--- src/rtl/gpu_mem_pkg.sv ---
// Shared memory-side constants and helpers for the GPU page-table-walk path.
package gpu_mem_pkg;

    localparam int PA_BITS       = 48;
    localparam int PTE_BITS      = 64;
    localparam int PTW_REQ_MMU   = 0;
    localparam int PTW_REQ_IOMMU = 1;

    // Index width for N requesters; never narrower than one bit.
    function automatic int req_idx_w(input int n);
        if (n > 1) begin
            return $clog2(n);
        end else begin
            return 1;
        end
    endfunction

endpackage

--- src/rtl/ptw_id_fifo.sv ---
// Count-based synchronous FIFO used to remember which requester owns each in-order return.
module ptw_id_fifo #(
    parameter int WIDTH = 1,
    parameter int DEPTH = 4,
    localparam int PW   = (DEPTH > 1) ? $clog2(DEPTH) : 1,
    localparam int CW   = $clog2(DEPTH + 1)
) (
    input  logic             clk,
    input  logic             rst_n,
    input  logic             push,
    input  logic [WIDTH-1:0] push_data,
    input  logic             pop,
    output logic             full,
    output logic             empty,
    output logic [CW-1:0]    count,
    output logic [WIDTH-1:0] head
);

    logic [WIDTH-1:0] mem_r [DEPTH];
    logic [PW-1:0]    wr_ptr_r;
    logic [PW-1:0]    rd_ptr_r;
    logic [CW-1:0]    count_r;
    logic             do_push_s;
    logic             do_pop_s;

    function automatic logic [PW-1:0] ptr_inc(input logic [PW-1:0] p);
        if (p == PW'(DEPTH - 1)) begin
            return {PW{1'b0}};
        end else begin
            return p + PW'(1);
        end
    endfunction

    assign full      = (count_r == CW'(DEPTH));
    assign empty     = (count_r == {CW{1'b0}});
    assign count     = count_r;
    assign head      = mem_r[rd_ptr_r];
    // A full FIFO refuses pushes even when a pop frees a slot this cycle.
    assign do_push_s = push && !full;
    assign do_pop_s  = pop && !empty;

    // Storage, pointers and occupancy count.
    always_ff @(posedge clk or negedge rst_n) begin
        if (!rst_n) begin
            for (int i = 0; i < DEPTH; i++) begin
                mem_r[i] <= {WIDTH{1'b0}};
            end
            wr_ptr_r <= {PW{1'b0}};
            rd_ptr_r <= {PW{1'b0}};
            count_r  <= {CW{1'b0}};
        end else begin
            if (do_push_s) begin
                mem_r[wr_ptr_r] <= push_data;
                wr_ptr_r        <= ptr_inc(wr_ptr_r);
            end
            if (do_pop_s) begin
                rd_ptr_r <= ptr_inc(rd_ptr_r);
            end
            case ({do_push_s, do_pop_s})
                2'b10:   count_r <= count_r + CW'(1);
                2'b01:   count_r <= count_r - CW'(1);
                default: count_r <= count_r;
            endcase
        end
    end

endmodule

--- src/rtl/ptw_port_arbiter.sv ---
// Round-robin share of the page-table-walk read port; returns are routed in issue order.
module ptw_port_arbiter
    import gpu_mem_pkg::*;
#(
    parameter int N_REQ           = 2,
    parameter int PA_BITS         = gpu_mem_pkg::PA_BITS,
    parameter int DATA_BITS       = gpu_mem_pkg::PTE_BITS,
    parameter int MAX_OUTSTANDING = 4,
    localparam int OW             = $clog2(MAX_OUTSTANDING + 1)
) (
    input  logic                            clk,
    input  logic                            rst_n,
    input  logic [N_REQ-1:0]                req_ar_valid,
    output logic [N_REQ-1:0]                req_ar_ready,
    input  logic [N_REQ-1:0][PA_BITS-1:0]   req_ar_addr,
    output logic [N_REQ-1:0]                req_r_valid,
    input  logic [N_REQ-1:0]                req_r_ready,
    output logic [DATA_BITS-1:0]            req_r_data,
    output logic                            mem_ar_valid,
    input  logic                            mem_ar_ready,
    output logic [PA_BITS-1:0]              mem_ar_addr,
    input  logic                            mem_r_valid,
    output logic                            mem_r_ready,
    input  logic [DATA_BITS-1:0]            mem_r_data,
    output logic [OW-1:0]                   outstanding,
    output logic                            stray_r
);

    localparam int IW = req_idx_w(N_REQ);

    logic [IW-1:0] rr_r;
    logic          lock_r;
    logic [IW-1:0] lock_idx_r;
    logic [IW-1:0] rr_pick_s;
    logic          rr_found_s;
    logic [IW-1:0] grant_s;
    logic          any_s;
    logic          ar_hs_s;
    logic          r_hs_s;
    logic          fifo_full_s;
    logic          fifo_empty_s;
    logic [IW-1:0] fifo_head_s;

    // Grant selection: a stalled grant stays frozen while its owner keeps valid high.
    always_comb begin
        int idx_v;
        idx_v      = 0;
        rr_pick_s  = {IW{1'b0}};
        rr_found_s = 1'b0;
        for (int i = 0; i < N_REQ; i++) begin
            idx_v = (int'(rr_r) + i) % N_REQ;
            if (!rr_found_s && req_ar_valid[IW'(idx_v)]) begin
                rr_found_s = 1'b1;
                rr_pick_s  = IW'(idx_v);
            end else begin
                rr_found_s = rr_found_s;
            end
        end
        if (lock_r && req_ar_valid[lock_idx_r]) begin
            grant_s = lock_idx_r;
            any_s   = 1'b1;
        end else begin
            grant_s = rr_pick_s;
            any_s   = rr_found_s;
        end
    end

    assign mem_ar_valid = any_s && !fifo_full_s;
    assign ar_hs_s      = mem_ar_valid && mem_ar_ready;
    assign r_hs_s       = mem_r_valid && mem_r_ready;
    assign req_r_data   = mem_r_data;

    // AR address mux and per-walker ready.
    always_comb begin
        req_ar_ready = {N_REQ{1'b0}};
        if (any_s) begin
            mem_ar_addr = req_ar_addr[grant_s];
        end else begin
            mem_ar_addr = {PA_BITS{1'b0}};
        end
        if (ar_hs_s) begin
            req_ar_ready[grant_s] = 1'b1;
        end else begin
            req_ar_ready = {N_REQ{1'b0}};
        end
    end

    // Return routing to the walker at the FIFO head; stray beats are never accepted.
    always_comb begin
        req_r_valid = {N_REQ{1'b0}};
        mem_r_ready = 1'b0;
        if (!fifo_empty_s) begin
            req_r_valid[fifo_head_s] = mem_r_valid;
            mem_r_ready              = req_r_ready[fifo_head_s];
        end else begin
            mem_r_ready = 1'b0;
        end
    end

    // Round-robin pointer, grant lock and sticky stray flag.
    always_ff @(posedge clk or negedge rst_n) begin
        if (!rst_n) begin
            rr_r       <= {IW{1'b0}};
            lock_r     <= 1'b0;
            lock_idx_r <= {IW{1'b0}};
            stray_r    <= 1'b0;
        end else begin
            if (ar_hs_s) begin
                rr_r   <= (grant_s == IW'(N_REQ - 1)) ? {IW{1'b0}} : grant_s + IW'(1);
                lock_r <= 1'b0;
            end else if (mem_ar_valid) begin
                lock_r     <= 1'b1;
                lock_idx_r <= grant_s;
            end else begin
                lock_r <= 1'b0;
            end
            stray_r <= stray_r | (mem_r_valid && fifo_empty_s);
        end
    end

    ptw_id_fifo #(
        .WIDTH (IW),
        .DEPTH (MAX_OUTSTANDING)
    ) u_id_fifo (
        .clk       (clk),
        .rst_n     (rst_n),
        .push      (ar_hs_s),
        .push_data (grant_s),
        .pop       (r_hs_s),
        .full      (fifo_full_s),
        .empty     (fifo_empty_s),
        .count     (outstanding),
        .head      (fifo_head_s)
    );

endmodule

--- config.mk ---
export PLATFORM = sky130hd
export DESIGN_NAME = ptw_port_arbiter
export DESIGN_NICKNAME = d
export VERILOG_FILES = /design/src/rtl/gpu_mem_pkg.sv /design/src/rtl/ptw_id_fifo.sv /design/src/rtl/ptw_port_arbiter.sv
export SDC_FILE = /design/constraint.sdc
export NUM_CORES = 1
export LEC_CHECK = 0
export CORE_AREA = 2 2 113 115
export CTS_BUF_LIST = sky130_fd_sc_hd__clkbuf_4 sky130_fd_sc_hd__clkbuf_8
export DETAILED_ROUTE_END_ITERATION = 8
export DIE_AREA = 0 0 115 117
export PLACE_DENSITY_LB_ADDON = 0.15
export SYNTH_ARGS = -nofsm -noshare
export SYNTH_HDL_FRONTEND = slang
export SYNTH_SLANG_ARGS = --single-unit
--- constraint.sdc ---
create_clock -name clk -period 2.6 [get_ports clk]
set_input_delay 0.26 -clock clk [delete_from_list [all_inputs] [get_ports clk]]
set_output_delay 0.26 -clock clk [all_outputs]
set_load 0.05 [all_outputs]
* Word level (Yosys, flattened, before mapping)
Cells that the tools add are included.
** Word-level totals
- Output and inout port bits :: 122
- Bits of input ports :: 168
- Logic and storage cells :: 90
- Register bits :: 15
** Cells by class
- Bitwise logic cells :: 5
- Equal/unequal tests :: 5
- Muxes and demuxes :: 36
- Magnitude comparators :: 10
- Reductions and logical operators :: 17
- Add/sub/neg operators :: 6
** Operators with widths (number)
- two-way mux 48 bit :: 3
- two-way mux 1 bit :: 23
- logical AND 1 bit :: 11
- two-way mux 2 bit :: 4
- == test 2 bit (second input constant) :: 3
- greater-or-equal comparator 3 bit (second input constant) :: 2
- less-than comparator 1 x 2 -> 1 bit (second input constant) :: 3
- less-than comparator 1 x 3 -> 1 bit (second input constant) :: 2
- NOT 2 -> 3 bit :: 2
- case mux 3 bit (2 select lines) :: 1
- adder 2 x 1 -> 2 bit (second input constant) :: 2
- bitwise mux 4 bit :: 1
- adder 3 x 1 -> 3 bit (second input constant) :: 1
- == test 3 bit (second input constant) :: 1
- logical NOT 1 bit :: 3
- logical NOT 3 bit :: 1
- less-than comparator 3 x 1 -> 1 bit (second input constant) :: 1
- subtractor 3 x 1 -> 3 bit (second input constant) :: 1
- adder 1 bit (second input constant) :: 2
- AND 2 bit :: 1
- binary-select mux 1 bit (select 2 bit) :: 1
- demux 1 bit (select 1 bit) :: 2
- demux 1 bit (select 2 bit) :: 1
- == test 2 x 1 -> 1 bit (second input constant) :: 1
- other kinds (5) :: 6

* Logic depth before layout (Yosys ltp)
- Depth in word-level cells :: 13
- Gate-level depth with buffers :: 9

* Cells and area by module
A second synthesis with hierarchy kept.
** Second synthesis, totals
- Cell total of the unflattened synthesis :: 320
- Area, all modules :: 2220.9 µm²
** Modules (own cells, without submodules)
- ptw_port_arbiter :: times used 1, area each 1587.8 µm², cells each 263, seq. area each 100.1 µm²
- ptw_id_fifo :: times used 1, area each 633.1 µm², cells each 57, seq. area each 275.3 µm²

* Worst setup path before layout
No wires, ideal clock.
- Path kind :: register -> output
- Start point :: reg u_id_fifo.count_r[0], in the netlist u_id_fifo.count[0]
- End point :: out req_ar_ready[1]
- Required time :: 2.340 ns
- Stages on the path, launching flop included :: 5
- Buffers on the path :: 1
- Arrival time :: 2.270 ns
- Setup slack :: 0.070 ns
- Path through :: dfrtp_1 > or3b_1 > clkbuf_2 > nand3_1 > nor3_1
** Between the ends
- Cells in the longest elaborated chain, start to end :: 5
** Ends and longest elaborated chain
- start, declared :: line ptw_id_fifo.sv:22 : logic [CW-1:0] count_r;
- start signal, assigned :: line ptw_id_fifo.sv:50 : count_r <= {CW{1'b0}};
- start signal, assigned :: line ptw_id_fifo.sv:60 : 2'b10: count_r <= count_r + CW'(1);
- start signal, assigned :: line ptw_id_fifo.sv:61 : 2'b01: count_r <= count_r - CW'(1);
- == test 3 bit :: line ptw_id_fifo.sv:34 : assign full = (count_r == CW'(DEPTH));
- logical NOT 1 bit :: line ptw_port_arbiter.sv:68 : assign mem_ar_valid = any_s && !fifo_full_s;
- logical AND 1 bit :: line ptw_port_arbiter.sv:68
- logical AND 1 bit :: line ptw_port_arbiter.sv:69 : assign ar_hs_s = mem_ar_valid && mem_ar_ready;
- two-way mux 2 bit :: line ptw_port_arbiter.sv:81 : if (ar_hs_s) begin
- end, declared :: line ptw_port_arbiter.sv:14 : output logic [N_REQ-1:0] req_ar_ready,
Every way passes these cells.

* Worst setup path after layout
- Start point :: reg u_id_fifo.rd_ptr_r[0]
- End point :: out req_r_valid[0]
** Between the ends
- Cells in the longest elaborated chain, start to end :: 10
- Elaborated cells between the ends (all ways) :: 11
** Ends and longest elaborated chain
- start, declared :: line ptw_id_fifo.sv:21 : logic [PW-1:0] rd_ptr_r;
- start signal, assigned :: line ptw_id_fifo.sv:49 : rd_ptr_r <= {PW{1'b0}};
- start signal, assigned :: line ptw_id_fifo.sv:57 : rd_ptr_r <= ptr_inc(rd_ptr_r);
- NOT 2 -> 3 bit (implied by the code) (*) :: line ptw_id_fifo.sv:37 : assign head = mem_r[rd_ptr_r];
- binary-select mux 1 bit (select 2 bit) (*) :: line ptw_id_fifo.sv:37
- two-way mux 1 bit (implied by the code) (*) (2 in series) :: line ptw_id_fifo.sv:37
- less-than comparator 1 x 2 -> 1 bit (implied by the code) / greater-or-equal comparator 1 bit (equally long branches) :: line ptw_port_arbiter.sv:93 : req_r_valid[fifo_head_s] = mem_r_valid;
- logical AND 1 bit (implied by the code) :: line ptw_port_arbiter.sv:93
- two-way mux 1 bit (implied by the code) :: line ptw_port_arbiter.sv:93
- demux 1 bit (select 1 bit) (*) :: line ptw_port_arbiter.sv:93
- AND 2 bit (no line) (*)
- two-way mux 2 bit (*) :: line ptw_port_arbiter.sv:92 : if (!fifo_empty_s) begin
- end, declared :: line ptw_port_arbiter.sv:16 : output logic [N_REQ-1:0] req_r_valid,
Mark *: on every way between the ends. The rest lies on a longest branch, timed or not. The select of a mux whose other input is x is not followed.

==> flow_results.xml <==
<?xml version="1.0" encoding="UTF-8"?>
<metrics>
  <group name="status">
    <metric name="status" unit="">complete, no violations</metric>
  </group>
  <group name="final_layout">
    <metric name="flow.area_growth_from_synthesis" unit="%">87.0</metric>
    <metric name="finalNonFillerCells" unit="">542</metric>
    <metric name="drive_gt1_share" unit="%">21.4</metric>
    <metric name="antenna_cells" unit="">0</metric>
    <metric name="design_area" unit="sq mm">0.00409</metric>
    <metric name="fin_nets" unit="">568</metric>
  </group>
  <group name="setup_path">
    <metric name="r2r-end" unit="">u_id_fifo.count[2]$_DFFE_PN0P_</metric>
    <metric name="critical_path.reg2reg.startpoint" unit="">u_id_fifo.rd_ptr_r[0]$_DFFE_PN0P_</metric>
    <metric name="critical_path.startpoint_type" unit="">flop</metric>
    <metric name="worstSetupPathType" unit="">flop to primary output</metric>
    <metric name="cp_endpoint_kind" unit="">primary output</metric>
    <metric name="rrSetupSlack" unit="ns">0.18</metric>
    <metric name="worst-r2r-cell-count" unit="">8</metric>
    <metric name="startpoint" unit="">u_id_fifo.rd_ptr_r[0]$_DFFE_PN0P_</metric>
    <metric name="crit_fanout" unit="">4</metric>
    <metric name="worst_setup_path_endpoint" unit="">req_r_valid[0]</metric>
    <metric name="crit_required" unit="ns">2.34</metric>
    <metric name="worst_ep_arrival_time" unit="ns">2.20</metric>
  </group>
  <group name="timing">
    <metric name="timing_worst_slew_pin_value" unit="ns">0.775</metric>
    <metric name="maxSlewHeadroom" unit="%">48.3</metric>
    <metric name="rsz0062_at_grt" unit="">no</metric>
    <metric name="setup_ws" unit="ns">0.145</metric>
    <metric name="totalNegativeSetupSlack" unit="ns">0</metric>
    <metric name="slew_violations" unit="">0</metric>
    <metric name="setup_viol_count_final" unit="">0</metric>
    <metric name="fin_crit" unit="ns">2.46</metric>
    <metric name="timing.clock.skew" unit="ns">0.00519</metric>
    <metric name="fmax" unit="GHz">0.407</metric>
    <metric name="timing.final.crit_share" unit="%">94.4</metric>
    <metric name="final_number_of_hold_violating_endpoints" unit="">0</metric>
  </group>
  <group name="flow_run">
    <metric name="maxCapViolCount" unit="">0</metric>
  </group>
  <group name="die">
    <metric name="die-area" unit="sq mm">0.0135</metric>
    <metric name="die_w" unit="um">115</metric>
    <metric name="floorplan.initialDensity" unit="%">17.7</metric>
    <metric name="die-height" unit="um">117</metric>
    <metric name="core_area" unit="sq mm">0.0123</metric>
    <metric name="std_cell_rows" unit="">41</metric>
    <metric name="floorplan.io_pins" unit="">290</metric>
  </group>
  <group name="power">
    <metric name="clockPowerShare" unit="%">5.6</metric>
    <metric name="powerDensity" unit="mW/mm^2">878</metric>
    <metric name="power.net_switching" unit="mW">1.84</metric>
    <metric name="cellInternalPower" unit="mW">1.75</metric>
    <metric name="ir_worst_vdd" unit="V">0.000798</metric>
    <metric name="power.share.combinational" unit="%">81.1</metric>
    <metric name="pwr-share-seq" unit="%">13.3</metric>
    <metric name="p_leak" unit="nW">1.55</metric>
    <metric name="sw_frac_of_total" unit="%">51.2</metric>
    <metric name="total_power" unit="mW">3.59</metric>
  </group>
  <group name="global_route">
    <metric name="globalRoute.totalOverflow" unit="">0</metric>
    <metric name="first_global_vias" unit="">2414</metric>
    <metric name="first_pass_grt_wire_length" unit="um">15100</metric>
    <metric name="grtUsageTotal" unit="%">14.5</metric>
    <metric name="initial_antenna_violation_count" unit="">0</metric>
    <metric name="grt_start_max_net_pins" unit="">51</metric>
  </group>
  <group name="synthesis">
    <metric name="synthesis.area_per_instance" unit="sq um">7.09</metric>
    <metric name="synthMostInstantiatedCell" unit="">buf_4</metric>
    <metric name="synth_area_leader_cell" unit="">buf_4</metric>
    <metric name="synth_edf_count" unit="">0</metric>
    <metric name="yosys_register_bits" unit="">15</metric>
    <metric name="synth_cell_types" unit="">33</metric>
    <metric name="synth.yosys.warnings" unit="">0</metric>
    <metric name="post-synth-top-area-fraction" unit="%">22.0</metric>
    <metric name="synth_common_cells" unit="">buf_4, nand3_1, a21oi_1, o21ai_0, clkbuf_1</metric>
    <metric name="post_synth_arst_share" unit="%">100</metric>
    <metric name="ys_top_cells_by_area" unit="">buf_4, dfrtp_1, nand3_1</metric>
    <metric name="most_used_flip_flop_cell_after_synthesis" unit="">dfrtp_1</metric>
    <metric name="synthCells" unit="">308</metric>
    <metric name="syn_area" unit="sq mm">0.00218</metric>
    <metric name="part_of_the_yosys_area_used_for_sequential_elements" unit="%">17.2</metric>
    <metric name="synth_fp_nets" unit="">483</metric>
  </group>
  <group name="cts">
    <metric name="ctsLongestPathBuffers" unit="">2</metric>
    <metric name="post-cts-setup-buffers" unit="">0</metric>
    <metric name="post_cts_hold_buffer_count" unit="">0</metric>
    <metric name="ctsHtreeMaxLevel" unit="">1</metric>
    <metric name="post_cts_resize_count" unit="">0</metric>
    <metric name="cts-root-buf" unit="">clkbuf_8</metric>
    <metric name="tritoncts_num_sinks" unit="">15</metric>
    <metric name="cts-buffers-inserted" unit="">3</metric>
    <metric name="tritoncts" unit="">done</metric>
    <metric name="clock_insertion_delay_worst_skew" unit="ns">0.25</metric>
    <metric name="clk_transition_reported_paths" unit="ns">0.06</metric>
  </group>
  <group name="detailed_routing">
    <metric name="first_pass_iteration_count_of_the_detailed_router" unit="">4</metric>
    <metric name="first_iter_violations" unit="">131</metric>
    <metric name="finalWirelength" unit="um">10900</metric>
    <metric name="vias" unit="">2569</metric>
    <metric name="route.detailed.vias_per_inst" unit="">4.74</metric>
    <metric name="number_of_routed_nets_with_antenna_violations" unit="">0</metric>
    <metric name="detail_route.wl_per_cell" unit="um">20.2</metric>
    <metric name="drcViolationCount" unit="">0</metric>
  </group>
  <group name="placement">
    <metric name="placement.cell_area" unit="sq mm">0.00404</metric>
    <metric name="place.detailed.instances" unit="">538</metric>
    <metric name="detailedPlacementHpwl" unit="um">8580</metric>
    <metric name="gp_congestion" unit="">0.762</metric>
    <metric name="dp_slack" unit="ns">0.161</metric>
    <metric name="port_buffers" unit="">161</metric>
  </group>
  <group name="min_path">
    <metric name="hold_path_class" unit="">input port to async pin</metric>
  </group>
</metrics>
[power groups by stage]
stage,Combinational (mW),Sequential (mW),Clock (mW)
finish,2.91,0.477,0.202
global route,3.09,0.503,0.216
CTS,2.94,0.478,0.208
detailed placement,2.93,0.480,0
global placement,2.93,0.473,0
floorplan,1.79,0.545,0
[state kept, by name (all words and copies together), names as in the netlist]
signal / cells
lock_r: 1
u_id_fifo.wr_ptr_r: 2
rr_r: 1
u_id_fifo.count: 3
lock_idx_r: 1
stray_r: 1
u_id_fifo.rd_ptr_r: 2
u_id_fifo.mem_r: 4
[kinds of logic after synthesis]
logic type                 count (synthesis)  synth area share [%]
xor gates and xnor gates                   3                  1.20
muxes                                     13                  7.96
DFF                                       15                  17.2
AOI/OAI and AO/OA                        105                  25.1
buffers and inverters                     96                  27.7
adders and majority gates                  7                  4.35
and+or+nand+nor                           69                  16.4
[stage by stage]
stage	util, %	hold slack [ns]
final	33.2	0.439
after global routing	33.2	0.509
after CTS	33.2	0.481
after detailed placement	32.8	0.463
after global placement	32.8	0.470
after floorplan	-	-0.0356
[per-layer routing]
| layer | vias to the layer above | global-route usage (%) | share of wire, % |
|---|---|---|---|
| li1 | 1192 | - | - |
| met1 | 1220 | 17.1 | 38 |
| met2 | 149 | 25.9 | 51 |
| met3 | 6 | 5.10 | 10 |
| met4 | 2 | 2.41 | 0.71 |
| met5 | - | 1.11 | 0.25 |
[worst max-delay path, cell delays in order (launching register included)]
cell and delay, ns:
dfrtp_1 0.42, mux4_2 0.60, nor2_1 0.12, clkdlybuf4s50_1 0.81
[how the worst min path moves through the flow]
stage | start | slack, ns | depth (start not counted) | to
after floorplan | rst_n | -0.04 | 0 | lock_idx_r$_DFFE_PN0P_
after global placement | stray_r$_DFF_PN0_ | 0.47 | 1 | stray_r$_DFF_PN0_
after detailed placement | stray_r$_DFF_PN0_ | 0.46 | 1 | stray_r$_DFF_PN0_
after CTS | rst_n | 0.48 | 1 | u_id_fifo.mem_r[1]$_DFFE_PN0P_
after global routing | rst_n | 0.51 | 1 | u_id_fifo.mem_r[1]$_DFFE_PN0P_
final | rst_n | 0.44 | 1 | stray_r$_DFF_PN0_
[layout make-up]
type / count / area [sq um]
flip-flops and latches: 15 / 375
fillers: 1294 / 8230
multi-input cells: 197 / 1230
clock buffers: 4 / 48.8
inverters: 5 / 18.8
well taps: 150 / 188
repair buffers: 171 / 2220
[placed cells by master (no fill, tap or decap), types with 2 or more instances in the layout]
cell / Yosys / final
a21oi_1: 48 / 48
mux2_2: 7 / 7
mux2_4: 2 / 2
ha_1: 6 / 6
xor2_1: 2 / 2
buf_12: 0 / 53
dfrtp_1: 15 / 15
o21ai_0: 48 / 48
o311ai_0: 2 / 2
nor3_1: 2 / 2
inv_1: 5 / 5
clkbuf_8: 0 / 3
nor2_1: 7 / 7
nand3_1: 49 / 49
mux2i_1: 2 / 2
buf_4: 64 / 9
a31oi_1: 3 / 2
clkdlybuf4s50_1: 0 / 109
nand4_1: 4 / 4
(Power assumes the default switching activity.)
